`src/rtl/picorv32_dma_pkg.sv`:
```
// Shared types and constants for the picorv32 memory copy engine.
// Contents: FSM state enum, word/strobe constants, word-align helper.
// No ports (package).
package picorv32_dma_pkg;

  typedef enum logic [2:0] {
    IDLE,
    RD,
    RGAP,
    WR,
    WGAP,
    DONE
  } state_e;

  localparam logic [31:0] WORD_BYTES = 32'd4;
  localparam logic [3:0]  STRB_WORD  = 4'hf;
  localparam logic [31:0] ALIGN_MASK = 32'hffff_fffc;

  // Byte address -> word address (low two bits forced to zero).
  function automatic logic [31:0] word_align(input logic [31:0] a);
    return a & ALIGN_MASK;
  endfunction

endpackage

```
`src/rtl/picorv32_dma_watchdog.sv`:
```
// Stall watchdog: counts consecutive cycles a request waits for mem_ready.
// Ports: clk, reset (sync, active-high), en (request stalled this cycle),
//        clr (handshake or no request), expired (stall limit reached this cycle).
module picorv32_dma_watchdog #(
  parameter int unsigned TIMEOUT_CYCLES = 1024
) (
  input  logic clk,
  input  logic reset,
  input  logic en,
  input  logic clr,
  output logic expired
);

  localparam int unsigned CW = (TIMEOUT_CYCLES > 1) ? $clog2(TIMEOUT_CYCLES) : 1;
  // Count value seen during the last permitted stall cycle.
  localparam logic [CW-1:0] LAST = (TIMEOUT_CYCLES == 0) ? '0 : CW'(TIMEOUT_CYCLES - 1);

  logic [CW-1:0] cnt_q, cnt_d;

  // A zero limit disables the watchdog entirely.
  assign expired = (TIMEOUT_CYCLES != 0) && en && (cnt_q == LAST);

  always_comb begin
    cnt_d = cnt_q;
    if (clr) begin
      cnt_d = '0;
    end else if (en && !expired) begin
      cnt_d = cnt_q + 1'b1;
    end
  end

  always_ff @(posedge clk) begin
    if (reset) begin
      cnt_q <= '0;
    end else begin
      cnt_q <= cnt_d;
    end
  end

endmodule

```
`src/rtl/picorv32_mem_dma.sv`:
```
// Word copy engine acting as initiator on the picorv32 native memory bus.
// Ports: clk/reset; control start/abort/cfg_src/cfg_dst/cfg_len; status busy/done/
//        error/words_done; bus mem_valid/mem_instr/mem_ready/mem_addr/mem_wdata/mem_wstrb/mem_rdata.
module picorv32_mem_dma
  import picorv32_dma_pkg::*;
#(
  parameter int unsigned LEN_WIDTH      = 16,
  parameter int unsigned TIMEOUT_CYCLES = 1024
) (
  input  logic                 clk,
  input  logic                 reset,
  input  logic                 start,
  input  logic                 abort,
  input  logic [31:0]          cfg_src,
  input  logic [31:0]          cfg_dst,
  input  logic [LEN_WIDTH-1:0] cfg_len,
  output logic                 busy,
  output logic                 done,
  output logic                 error,
  output logic [LEN_WIDTH-1:0] words_done,
  output logic                 mem_valid,
  output logic                 mem_instr,
  input  logic                 mem_ready,
  output logic [31:0]          mem_addr,
  output logic [31:0]          mem_wdata,
  output logic [3:0]           mem_wstrb,
  input  logic [31:0]          mem_rdata
);

  state_e               state_q, state_d;
  logic [31:0]          src_q, src_d;
  logic [31:0]          dst_q, dst_d;
  logic [31:0]          addr_q, addr_d;
  logic [31:0]          wdata_q, wdata_d;
  logic [3:0]           wstrb_q, wstrb_d;
  logic [LEN_WIDTH-1:0] len_q, len_d;
  logic [LEN_WIDTH-1:0] words_q, words_d;
  logic                 valid_q, valid_d;
  logic                 busy_q, busy_d;
  logic                 done_q, done_d;
  logic                 error_q, error_d;
  logic                 abort_q, abort_d;

  logic hs;
  logic abort_now;
  logic wd_en;
  logic wd_clr;
  logic wd_expired;

  assign hs        = valid_q && mem_ready;
  // An abort seen while a request is outstanding is remembered until its handshake.
  assign abort_now = abort || abort_q;
  assign wd_en     = valid_q && !mem_ready;
  assign wd_clr    = !valid_q || mem_ready;

  picorv32_dma_watchdog #(
    .TIMEOUT_CYCLES(TIMEOUT_CYCLES)
  ) u_watchdog (
    .clk    (clk),
    .reset  (reset),
    .en     (wd_en),
    .clr    (wd_clr),
    .expired(wd_expired)
  );

  always_comb begin
    state_d = state_q;
    src_d   = src_q;
    dst_d   = dst_q;
    addr_d  = addr_q;
    wdata_d = wdata_q;
    wstrb_d = wstrb_q;
    len_d   = len_q;
    words_d = words_q;
    valid_d = valid_q;
    busy_d  = busy_q;
    done_d  = 1'b0;
    error_d = error_q;
    abort_d = abort_q;

    if (abort && (state_q == RD || state_q == WR)) begin
      abort_d = 1'b1;
    end

    unique case (state_q)
      IDLE: begin
        // done_q high means this is the completion cycle: a start here is dropped.
        if (start && !abort && !done_q) begin
          src_d   = word_align(cfg_src);
          dst_d   = word_align(cfg_dst);
          len_d   = cfg_len;
          words_d = '0;
          error_d = 1'b0;
          busy_d  = 1'b1;
          abort_d = 1'b0;
          if (cfg_len != '0) begin
            state_d = RD;
            valid_d = 1'b1;
            addr_d  = word_align(cfg_src);
            wstrb_d = 4'h0;
          end else begin
            state_d = DONE;
          end
        end
      end

      RD: begin
        if (hs) begin
          wdata_d = mem_rdata;
          src_d   = src_q + WORD_BYTES;
          valid_d = 1'b0;
          if (abort_now) begin
            state_d = IDLE;
            busy_d  = 1'b0;
            abort_d = 1'b0;
          end else begin
            state_d = RGAP;
          end
        end else if (wd_expired) begin
          valid_d = 1'b0;
          error_d = 1'b1;
          abort_d = 1'b0;
          state_d = DONE;
        end
      end

      RGAP: begin
        if (abort) begin
          state_d = IDLE;
          busy_d  = 1'b0;
        end else begin
          state_d = WR;
          valid_d = 1'b1;
          addr_d  = dst_q;
          wstrb_d = STRB_WORD;
        end
      end

      WR: begin
        if (hs) begin
          dst_d   = dst_q + WORD_BYTES;
          words_d = words_q + 1'b1;
          valid_d = 1'b0;
          wstrb_d = 4'h0;
          if (abort_now) begin
            state_d = IDLE;
            busy_d  = 1'b0;
            abort_d = 1'b0;
          end else begin
            state_d = WGAP;
          end
        end else if (wd_expired) begin
          valid_d = 1'b0;
          error_d = 1'b1;
          abort_d = 1'b0;
          state_d = DONE;
        end
      end

      WGAP: begin
        if (abort) begin
          state_d = IDLE;
          busy_d  = 1'b0;
        end else if (words_q == len_q) begin
          state_d = DONE;
        end else begin
          state_d = RD;
          valid_d = 1'b1;
          addr_d  = src_q;
          wstrb_d = 4'h0;
        end
      end

      DONE: begin
        // busy falls and done pulses on the same edge.
        done_d  = 1'b1;
        busy_d  = 1'b0;
        abort_d = 1'b0;
        state_d = IDLE;
      end

      default: begin
        state_d = IDLE;
        valid_d = 1'b0;
        busy_d  = 1'b0;
      end
    endcase
  end

  always_ff @(posedge clk) begin
    if (reset) begin
      state_q <= IDLE;
      src_q   <= '0;
      dst_q   <= '0;
      addr_q  <= '0;
      wdata_q <= '0;
      wstrb_q <= '0;
      len_q   <= '0;
      words_q <= '0;
      valid_q <= 1'b0;
      busy_q  <= 1'b0;
      done_q  <= 1'b0;
      error_q <= 1'b0;
      abort_q <= 1'b0;
    end else begin
      state_q <= state_d;
      src_q   <= src_d;
      dst_q   <= dst_d;
      addr_q  <= addr_d;
      wdata_q <= wdata_d;
      wstrb_q <= wstrb_d;
      len_q   <= len_d;
      words_q <= words_d;
      valid_q <= valid_d;
      busy_q  <= busy_d;
      done_q  <= done_d;
      error_q <= error_d;
      abort_q <= abort_d;
    end
  end

  assign busy       = busy_q;
  assign done       = done_q;
  assign error      = error_q;
  assign words_done = words_q;
  assign mem_valid  = valid_q;
  assign mem_instr  = 1'b0;
  assign mem_addr   = addr_q;
  assign mem_wdata  = wdata_q;
  assign mem_wstrb  = wstrb_q;

endmodule

```
`config.mk`:
```
export PLATFORM = sky130hd
export DESIGN_NAME = picorv32_mem_dma
export DESIGN_NICKNAME = d
export VERILOG_FILES = /design/src/rtl/picorv32_dma_pkg.sv /design/src/rtl/picorv32_dma_watchdog.sv /design/src/rtl/picorv32_mem_dma.sv
export SDC_FILE = /design/constraint.sdc
export NUM_CORES = 1
export LEC_CHECK = 0
export CAP_MARGIN = 20
export CORE_ASPECT_RATIO = 1.75
export CORE_UTILIZATION = 60
export CTS_CLUSTER_SIZE = 25
export DETAILED_ROUTE_END_ITERATION = 12
export DONT_BUFFER_PORTS = 1
export GPL_TIMING_DRIVEN = 0
export PLACE_DENSITY = 0.76
export SYNTH_ARGS = -nofsm -noshare
export SYNTH_HDL_FRONTEND = slang
export SYNTH_SLANG_ARGS = --single-unit
```
`constraint.sdc`:
```
create_clock -name clk -period 2.5 [get_ports clk]
set_input_delay 0.5 -clock clk [delete_from_list [all_inputs] [get_ports clk]]
set_output_delay 0.5 -clock clk [all_outputs]
set_load 0.03 [all_outputs]
```
==> results.yml, run 1 <==
status:
  status: "finished clean"
yosys:
  async_flop_share_pct: 0
  ys_seq_area_share_pct: 38.5
  synth-edff-count: 0
  yosys_warnings: 0
  yosysMostFrequentCell: "dfxtp_1"
  avgSynthCellArea_sq_um: 7.98
  syn-cell-area_sq_um: 9040
  ys_top_cells_by_area: "dfxtp_1 (39%), a21oi_1 (8.0%), nand2_1 (7.1%), a211oi_2 (4.2%), nor2_1 (3.4%)"
  synthCells: 1133
  synth_top_area_cell: "dfxtp_1"
  syn_nets: 1254
  synth_common_cells: "dfxtp_1 (174), nand2_1 (172), a21oi_1 (144)"
  synth_cell_type_count: 75
  synth_top_cell_area_share_pct: 38.5
  ys_ff_latch: 174
  synth_ff_type: "dfxtp_1"
clock_tree:
  ctsHtreeMaxLevel: 4
  cts_root_buffer: "clkbuf_16"
  cts.sinks: 174
  clk_pin_slew_ns: 0.08
  post_cts_hold_buffer_count: 0
  cts_tree: "yes"
  cts_inserted_buffers: 17
  insertion_delay_ns: 0.44
  clk_path_buf_depth: 2
placement:
  place_congestion: 1.03
  dp_cells: 1316
  dp_hpwl_um: 22500
  portBuffers: 0
routing:
  drt_iter0_markers: 827
  route.detailed.wl_per_inst_um: 22.8
  num_vias: 9133
  dr.pass1.iters: 8
  routed_wl_um: 30900
  drc_errors: 0
  via_per_inst: 6.74
  ant_nets: 0
power:
  ir_drop_mv: 0.514
  p_leak_nw: 3.33
  power.density_nw_per_um2: 675
finish:
  nets: 1278
  fill_cells: 1310
  syn_to_final_growth_pct: 10.6
  multi_input_area_sq_um: 5110
  layout-drive-gt1-share_pct: 13.8
  instances_no_fill: 1355
  regArea_sq_um: 3490
critical_path:
  worstPathRequired_ns: 2.78
  path_delay_family: "compound AO/OA/AOI/OAI gates"
  start_kind: "flip-flop"
  cpPeakStageDelay_ns: 0.53
  crit_top_cell: "a31oi_1"
  worst-path-buf-inv: 1
  end_kind: "flip-flop"
  worstPathCellList: "nand2b_1 > nor3_4 > a21oi_1 > clkbuf_1 > nor4_1 > a31oi_1 > a31oi_1"
  crit_type: "reg -> reg"
  crit_slowest_cell: "dfxtp_1"
  cp_max_fo: 10
  cp.arrival_ns: 2.71
timing:
  period_share_pct: 97.3
  timing.hold.ws_ns: 0.189
  setup_viol_count_final: 0
  grt_setup_unrepaired: "false"
  finClkSkew_ns: 0.0133
  hold_violations: 0
  fin_crit_ns: 2.43
  fmax_mhz: 411
  worst_slew_pin_slew_ns: 0.933
  slew-limit-headroom_pct: 37.8
  slew_viol_final: 0
global_route:
  grt_pass1_wl_um: 46600
  grt_usage_pct: 39.9
  antenna_found_initial: 2
  grt_max_degree: 19
  grt_pass1_vias: 8914
  gr-total-overflow: 0
floorplanning:
  core-area_sq_um: 14800
  num_rows: 59
  initial_utilization_pct: 61.2
  die_y_um: 164
  dieWidth_um: 94.8
  dieArea_sq_um: 15600
  pin_count: 206
min_path:
  hold_class: "in -> reg"
flow_run:
  cap_violations: 0
## worst reg2reg max path: cells and delay by family (launching register included)
| family | cells | cell delay [ns] |
|---|---|---|
| buf+inv | 1 | 0.49 |
| simple gates | 3 | 0.57 |
| flops | 1 | 0.53 |
| compound gates | 3 | 0.70 |
## registers in the layout (all words and copies together), names as in the netlist
name / count
abort_q: 1
mem_wstrb: 1
len_q: 16
words_done: 16
error: 1
mem_valid: 1
dst_q: 30
done: 1
mem_addr: 31
src_q: 30
busy: 1
mem_wdata: 32
u_watchdog.cnt_q: 10
state_q: 3
## worst paths after layout
path,startpoint,end,slack (ns),depth (start not counted)
max,done,dst_q[28],0.07,7
min,mem_rdata[0],mem_wdata[0],0.19,2
max reg2reg,done,dst_q[28],0.07,7
min reg2reg,len_q[2],len_q[2],0.47,2
## metrics by stage
step / setup TNS (ns) / setup slack (ns) / util, % / area [sq um] / total power [mW]
4_1_cts: 0 / 0.0160 / 67.1 / 9910 / 6.72
2_1_floorplan: 0 / 0.333 / - / 9040 / 3.73
5_1_grt: 0 / 0.0121 / 67.7 / 10000 / 6.94
3_3_place_gp: -2.58 / -0.265 / 62.8 / 9270 / 3.93
3_5_place_dp: -3.17 / -0.284 / 62.8 / 9270 / 3.94
6_report: 0 / 0.0667 / 67.7 / 10000 / 6.75
## power breakdown
part	leakage [nW]	internal, mW	switching [mW]
Sequential	1.42	2.91	0.270
Clock	0.305	1.53	1.29
Combinational	1.61	0.276	0.473
## cell type report
type / count / share of cell area, %
Inverter: 15 / 0.563
Tap cell: 183 / 2.29
Timing Repair Buffer: 5 / 0.375
Multi-Input combinational cell: 860 / 51.1
Clock inverter: 15 / 1.98
Sequential cell: 174 / 34.9
Antenna cell: 2 / 0.0501
Clock buffer: 17 / 4.25
Buffer: 84 / 4.54
## kinds of logic (layout without fill, tap and decap cells)
kind of cell,count (synthesis),after routing,share of synthesized area (%)
and+or+nand+nor,462,462,25.1
adders and majority gates,4,4,0.554
xor gates and xnor gates,33,33,3.20
buffers and inverters,99,136,5.54
other,1,3,0.0415
AOI/OAI and AO/OA,358,358,26.8
DFF,174,174,38.5
muxes,2,2,0.235
## layout by cell type, fill, tap and decap left out, types with 6 or more instances in the layout
| master | n |
|---|---|
| clkbuf_2 | 9 |
| buf_4 | 14 |
| and3_1 | 17 |
| a211oi_2 | 30 |
| a211oi_1 | 18 |
| xnor2_1 | 24 |
| nand3_1 | 42 |
| and2_1 | 6 |
| clkbuf_16 | 17 |
| a22oi_1 | 9 |
| or3_1 | 17 |
| buf_6 | 6 |
| a31oi_1 | 12 |
| nor2_1 | 79 |
| nor2_2 | 31 |
| nand2_1 | 171 |
| a21oi_1 | 142 |
| clkbuf_1 | 41 |
| a311oi_1 | 9 |
| o31ai_1 | 9 |
| o22ai_1 | 7 |
| dfxtp_1 | 172 |
| xor2_1 | 9 |
| nor4_1 | 14 |
| inv_1 | 14 |
| a22o_1 | 32 |
| nor3_1 | 25 |
| o21ai_0 | 54 |
| nand4_1 | 23 |
| buf_2 | 10 |
## metal layers
metal / global-route usage (%) / part of all wire (%) / vias up
met2: 66.6 / 50 / 539
met1: 39.1 / 32 / 4273
met5: 0 / 0 / -
met4: 36.4 / 8.7 / 0
li1: - / - / 4132
met3: 11.3 / 9.3 / 189
## repair_timing
item                       in CTS  in global routing
pin swaps                       0                  3
setup endpoints to repair      19                 66
buffers inserted                0                  5
gates cloned                    0                  0
gates resized for setup         6                 21
hold endpoints to repair        0                  0
No activity file was read; power rests on OpenSTA's default activity.
==> run 2, diff against run 1 <==
CORE_MARGIN = 4   (was unset)
==> run 2 against run 1 <==
Net effect:
- first-iteration DRC count is 0.60% lower
- wire length down 1.8%
- non-clock buffer count decreased by 2
==> results.yml, run 2 (same netlist as run 1, synthesis figures left out) <==
finish:
  final_cell_mix: "dfxtp_1 (172), nand2_1 (171), a21oi_1 (144)"
  layout-drive-gt1-share_pct: 12.9
  largest_reg_flops: 32
  nets: 1276
  syn_to_final_growth_pct: 10.0
  instances_no_fill: 1353
  layout_commonest_cell: "dfxtp_1"
  final_area_sq_um: 9940
timing:
  fmax_mhz: 405
  timing.hold.ws_ns: 0.193
  slew_viol_final: 0
  fin_ws_ns: 0.0279
  hold_violations: 0
  slew-limit-headroom_pct: 40.4
  worst_slew_pin_slew_ns: 0.890
  grt_setup_unrepaired: "false"
  period_share_pct: 98.9
  finalSetupTns_ns: 0
  setup_viol_count_final: 0
  fin_crit_ns: 2.47
  finClkSkew_ns: 0.0152
min_path:
  hold_class: "in -> reg"
  hp-start: "cfg_len[2]"
  holdPathStages: 2
  hold-path-endpoint: "len_q[2]"
critical_path:
  r2r_cells: 6
  r2r-start: "state_q[2]"
  cp.arrival_ns: 2.75
  rr_endpoint: "src_q[10]"
  end_kind: "flip-flop"
  cp_max_fo: 10
  reg2reg_slack_ns: 0.03
  crit_type: "reg -> reg"
  worstPathRequired_ns: 2.78
  start_kind: "flip-flop"
global_route:
  gr-total-overflow: 0
  grt_usage_pct: 34.4
  grt_pass1_wl_um: 45700
  grt_max_degree: 17
  antenna_found_initial: 1
  grt_pass1_vias: 8877
routing:
  route.detailed.wl_per_inst_um: 22.4
  via_per_inst: 6.57
  drc_errors: 0
  ant_nets: 0
  drt_iter0_markers: 822
  num_vias: 8890
  dr.pass1.iters: 6
  routed_wl_um: 30300
clock_tree:
  insertion_delay_ns: 0.43
  cts_inserted_buffers: 17
  cts_tree: "yes"
  cts_root_buffer: "clkbuf_16"
  cts.sinks: 174
  clk_path_buf_depth: 2
  clk_pin_slew_ns: 0.08
  ctsHtreeMaxLevel: 4
flow_run:
  cap_violations: 0
floorplanning:
  dieWidth_um: 101
  initial_utilization_pct: 60.9
  core-area_sq_um: 14800
  num_rows: 59
  dieArea_sq_um: 17200
  die_y_um: 170
  pin_count: 206
placement:
  place_congestion: 1.01
  place_area_sq_um: 9270
  dp_hpwl_um: 22900
  dp_cells: 1316
  portBuffers: 0
  place_ws_ns: -0.362
status:
  status: "finished clean"
power:
  ir_drop_mv: 0.415
  power.density_nw_per_um2: 671
  p_leak_nw: 3.30
[run 2: changes by cell type in the layout (fill, tap and decap cells not counted), sizes merged]
| cell | before | now |
|---|---|---|
| inv | 21 | 19 |
| clkinv | 7 | 5 |
| clkinvlp | 0 | 1 |
| buf | 33 | 31 |
| clkbuf | 67 | 70 |
[run 2: area by class of cell]
type	count	area (sq um)
Multi-Input combinational cell	860	5100
Fill cell	1339	4890
Sequential cell	174	3490
Buffer	84	452
Clock buffer	20	447
Tap cell	183	229
Clock inverter	12	151
Inverter	15	56.3
Timing Repair Buffer	3	22.5
Antenna cell	2	5.00
[run 2: worst max-delay path by stage]
stage | depth (start not counted) | endpoint | from | slack [ns]
floorplan | 6 | mem_valid | cfg_len[11] | 0.33
global placement | 7 | src_q[5] | mem_valid | -0.34
detailed placement | 7 | src_q[5] | mem_valid | -0.36
CTS | 8 | dst_q[16] | state_q[1] | 0.04
global route | 6 | src_q[10] | state_q[2] | 0.006
finish | 6 | src_q[10] | state_q[2] | 0.03
[run 2: worst max-delay path, stage by stage, from the launching register on]
cell and delay (ns):
dfxtp_1 0.35, nand2b_1 0.27, nor2_1 0.72, clkbuf_1 0.54
o21ai_0 0.19, a21oi_1 0.19, nor3_1 0.06
[run 2: repair_timing]
action,4_1_cts,5_1_grt
hold buffers,0,0
buffers inserted,0,3
gates resized for setup,5,16
setup endpoints to repair,22,77
cloned,0,0
pin swaps,0,2
[run 2: where the power goes]
group,internal (mW),switching [mW]
clock,1.53,1.23
sequential,2.91,0.266
combinational,0.273,0.462
[run 2: routing by layer]
layer	routed length [um]	vias up	track usage (%)
met3	2800	153	7.42
met2	15500	492	60.4
met4	2410	0	27.8
met1	9590	4105	33.8
met5	0	-	0
li1	-	4140	-
[run 2: metrics by stage]
stage	util, %	power (mW)
4_1_cts	66.6	6.64
6_report	67.0	6.67
2_1_floorplan	-	3.73
3_5_place_dp	62.5	3.94
3_3_place_gp	62.5	3.92
5_1_grt	67.0	6.85
==> run 3, diff against run 2 <==
ABC_AREA = 1   (was unset)
CORE_ASPECT_RATIO = unset   (was 1.75)
CORE_UTILIZATION = 65   (was 60)
PLACE_DENSITY = 0.81   (was 0.76)
==> run 3 against run 2 <==
Net effect:
- register-to-register slack improved by 0.15 ns
- highest routed layer is now met5
- area after synthesis rose by 12%
- wire length rose by 16%
- global-route usage rose by 3.9 points
- cell count is 42% higher
- critical path type unchanged
==> results.yml, run 3 <==
timing:
  finClkSkew_ns: 0.0122
  slew-limit-headroom_pct: 43.6
  hold_violations: 0
  slew_viol_final: 0
  fmax_mhz: 430
  setup_viol_count_final: 0
  grt_setup_unrepaired: "false"
  fin_ws_ns: 0.176
  finalSetupTns_ns: 0
  fin_crit_ns: 2.32
  period_share_pct: 93.0
  worst_slew_pin_slew_ns: 0.847
critical_path:
  end_kind: "flip-flop"
  cp_max_fo: 10
  crit_slowest_cell: "dfxtp_1"
  cp.arrival_ns: 2.66
  cpPeakStageDelay_ns: 0.41
  r2r-start: "state_q[1]"
  worstPathRequired_ns: 2.84
  crit_type: "reg -> reg"
  crit_start: "state_q[1]"
  start_kind: "flip-flop"
  path_delay_family: "simple AND/OR/NAND/NOR gates"
  crit_top_cell: "nor2_1"
  worstPathCellList: "inv_2 > nand3_2 > buf_2 > nand2_1 > buf_2 > nor2_1 > nor2_1 > nand4_1 > nand2_1 > nor2_1"
  worst-path-buf-inv: 3
flow_run:
  cap_violations: 0
placement:
  place_ws_ns: 0.277
  place_congestion: 1.00
  dp_hpwl_um: 27200
  dp_cells: 1890
  portBuffers: 0
yosys:
  synth_common_cells: "nand2_1 (399), nor2_1 (270), inv_1 (222)"
  synth_ff_type: "dfxtp_1"
  yosys_warnings: 0
  synth-edff-count: 0
  ys_seq_area_share_pct: 34.3
  syn-cell-area_sq_um: 10200
  synth_top_cell_area_share_pct: 34.3
  yosysMostFrequentCell: "nand2_1"
  avgSynthCellArea_sq_um: 6.05
  synthCells: 1679
  ys_top_cells_by_area: "dfxtp_1 (34%), nand2_1 (15%), nor2_1 (10%), inv_1 (8.2%), a21oi_1 (6.7%)"
  synth_top_area_cell: "dfxtp_1"
  ys_ff_latch: 174
  async_flop_share_pct: 0
  synth_cell_type_count: 36
  syn_nets: 1800
min_path:
  hp-start: "cfg_len[4]"
  hold_class: "in -> reg"
finish:
  instances_no_fill: 1922
  final_cell_mix: "nand2_1 (399), nor2_1 (269), inv_1 (222)"
  layout_commonest_cell: "nand2_1"
  nets: 1819
  fill_cells: 1310
  diodes: 0
  syn_to_final_growth_pct: 9.04
  layout-drive-gt1-share_pct: 6.25
  largest_reg_flops: 32
  fin_util_pct: 72.6
global_route:
  gr-total-overflow: 0
  antenna_found_initial: 2
  grt_usage_pct: 38.3
  grt_pass1_wl_um: 53900
  grt_pass1_vias: 10100
  grt_max_degree: 20
routing:
  num_vias: 11400
  via_per_inst: 5.91
  route.detailed.wl_per_inst_um: 18.3
  drt_iter0_markers: 1511
  ant_nets: 0
  routed_wl_um: 35300
  dr.pass1.iters: 8
  drc_errors: 0
status:
  status: "finished clean"
clock_tree:
  ctsHtreeMaxLevel: 4
  insertion_delay_ns: 0.45
  cts_inserted_buffers: 17
  clk_pin_slew_ns: 0.08
  cts_root_buffer: "clkbuf_16"
  cts_tree: "yes"
  cts.sinks: 174
  clk_path_buf_depth: 2
  post_cts_hold_buffer_count: 0
floorplanning:
  num_rows: 45
  dieWidth_um: 133
  pin_count: 206
  initial_utilization_pct: 66.6
  core-area_sq_um: 15300
  die_y_um: 133
  dieArea_sq_um: 17700
power:
  power.density_nw_per_um2: 635
  ir_drop_mv: 0.529
  p_leak_nw: 4.55
  finalPower_mw: 7.03
## run 3: changes by cell type after synthesis, sizes merged, moves of 31 or more
| cell | previous run | this run |
|---|---|---|
| nand4 | 24 | 55 |
| o21ai | 54 | 119 |
| inv | 14 | 239 |
| a22o | 34 | 0 |
| a211oi | 49 | 4 |
| nand3 | 43 | 103 |
| nand2 | 173 | 405 |
| nor2 | 110 | 273 |
## run 3: power by group
part           leakage [nW]  switching, mW  internal (mW)  total, mW
logic                  2.82          0.629          0.286      0.915
registers              1.42          0.306           2.94       3.24
clock network         0.309           1.33           1.55       2.87
total                  4.55           2.26           4.77       7.03
## run 3: cell type report
cell class | count | area, sq um | share of cell area [%]
multi-input combinational | 1188 | 5430 | 49.0
sequential | 174 | 3490 | 31.5
inverter | 239 | 897 | 8.10
clock buffer | 17 | 425 | 3.84
buffer | 78 | 354 | 3.20
tap | 211 | 264 | 2.38
clock inverter | 15 | 223 | 2.01
## run 3: path summary, 6_finish.rpt
kind,endpoint,cells past startpoint,slack (ns)
worst max-delay path,mem_addr[23],10,0.18
worst min-delay path,len_q[4],2,0.19
worst max register to register,mem_addr[23],10,0.18
worst min register to register,u_watchdog.cnt_q[7],2,0.47
## run 3: timing repair
action	CTS	global route
endpoints found under the setup margin	0	17
gates resized for setup	0	4
buffers inserted	0	0
## run 3: cells by family after synthesis
family                   after synthesis  synth area share (%)
XOR/XNOR                              19                  1.64
AND/OR/NAND/NOR                      861                  35.5
other                                  1                0.0369
adder cells (fa/ha/maj)                4                 0.493
AO/OA/AOI/OAI                        303                  15.8
buffers and inverters                317                  12.3
flip-flops                           174                  34.3
## run 3: routing by layer
layer	wire length (um)	share of wire, %	GRT usage [%]	up-vias
li1	-	-	-	5411
met1	13700	39	50.6	5114
met2	15000	43	57.6	728
met3	5410	15	14.4	105
met4	1140	3.2	13.1	4
met5	27	0.077	0	-
## run 3: stage by stage
stage               hold WS, ns  area, sq um
global route              0.202        11100
finish                    0.192        11100
floorplan                 0.444        10200
detailed placement        0.460        10400
global placement          0.453        10400
CTS                       0.198        11100
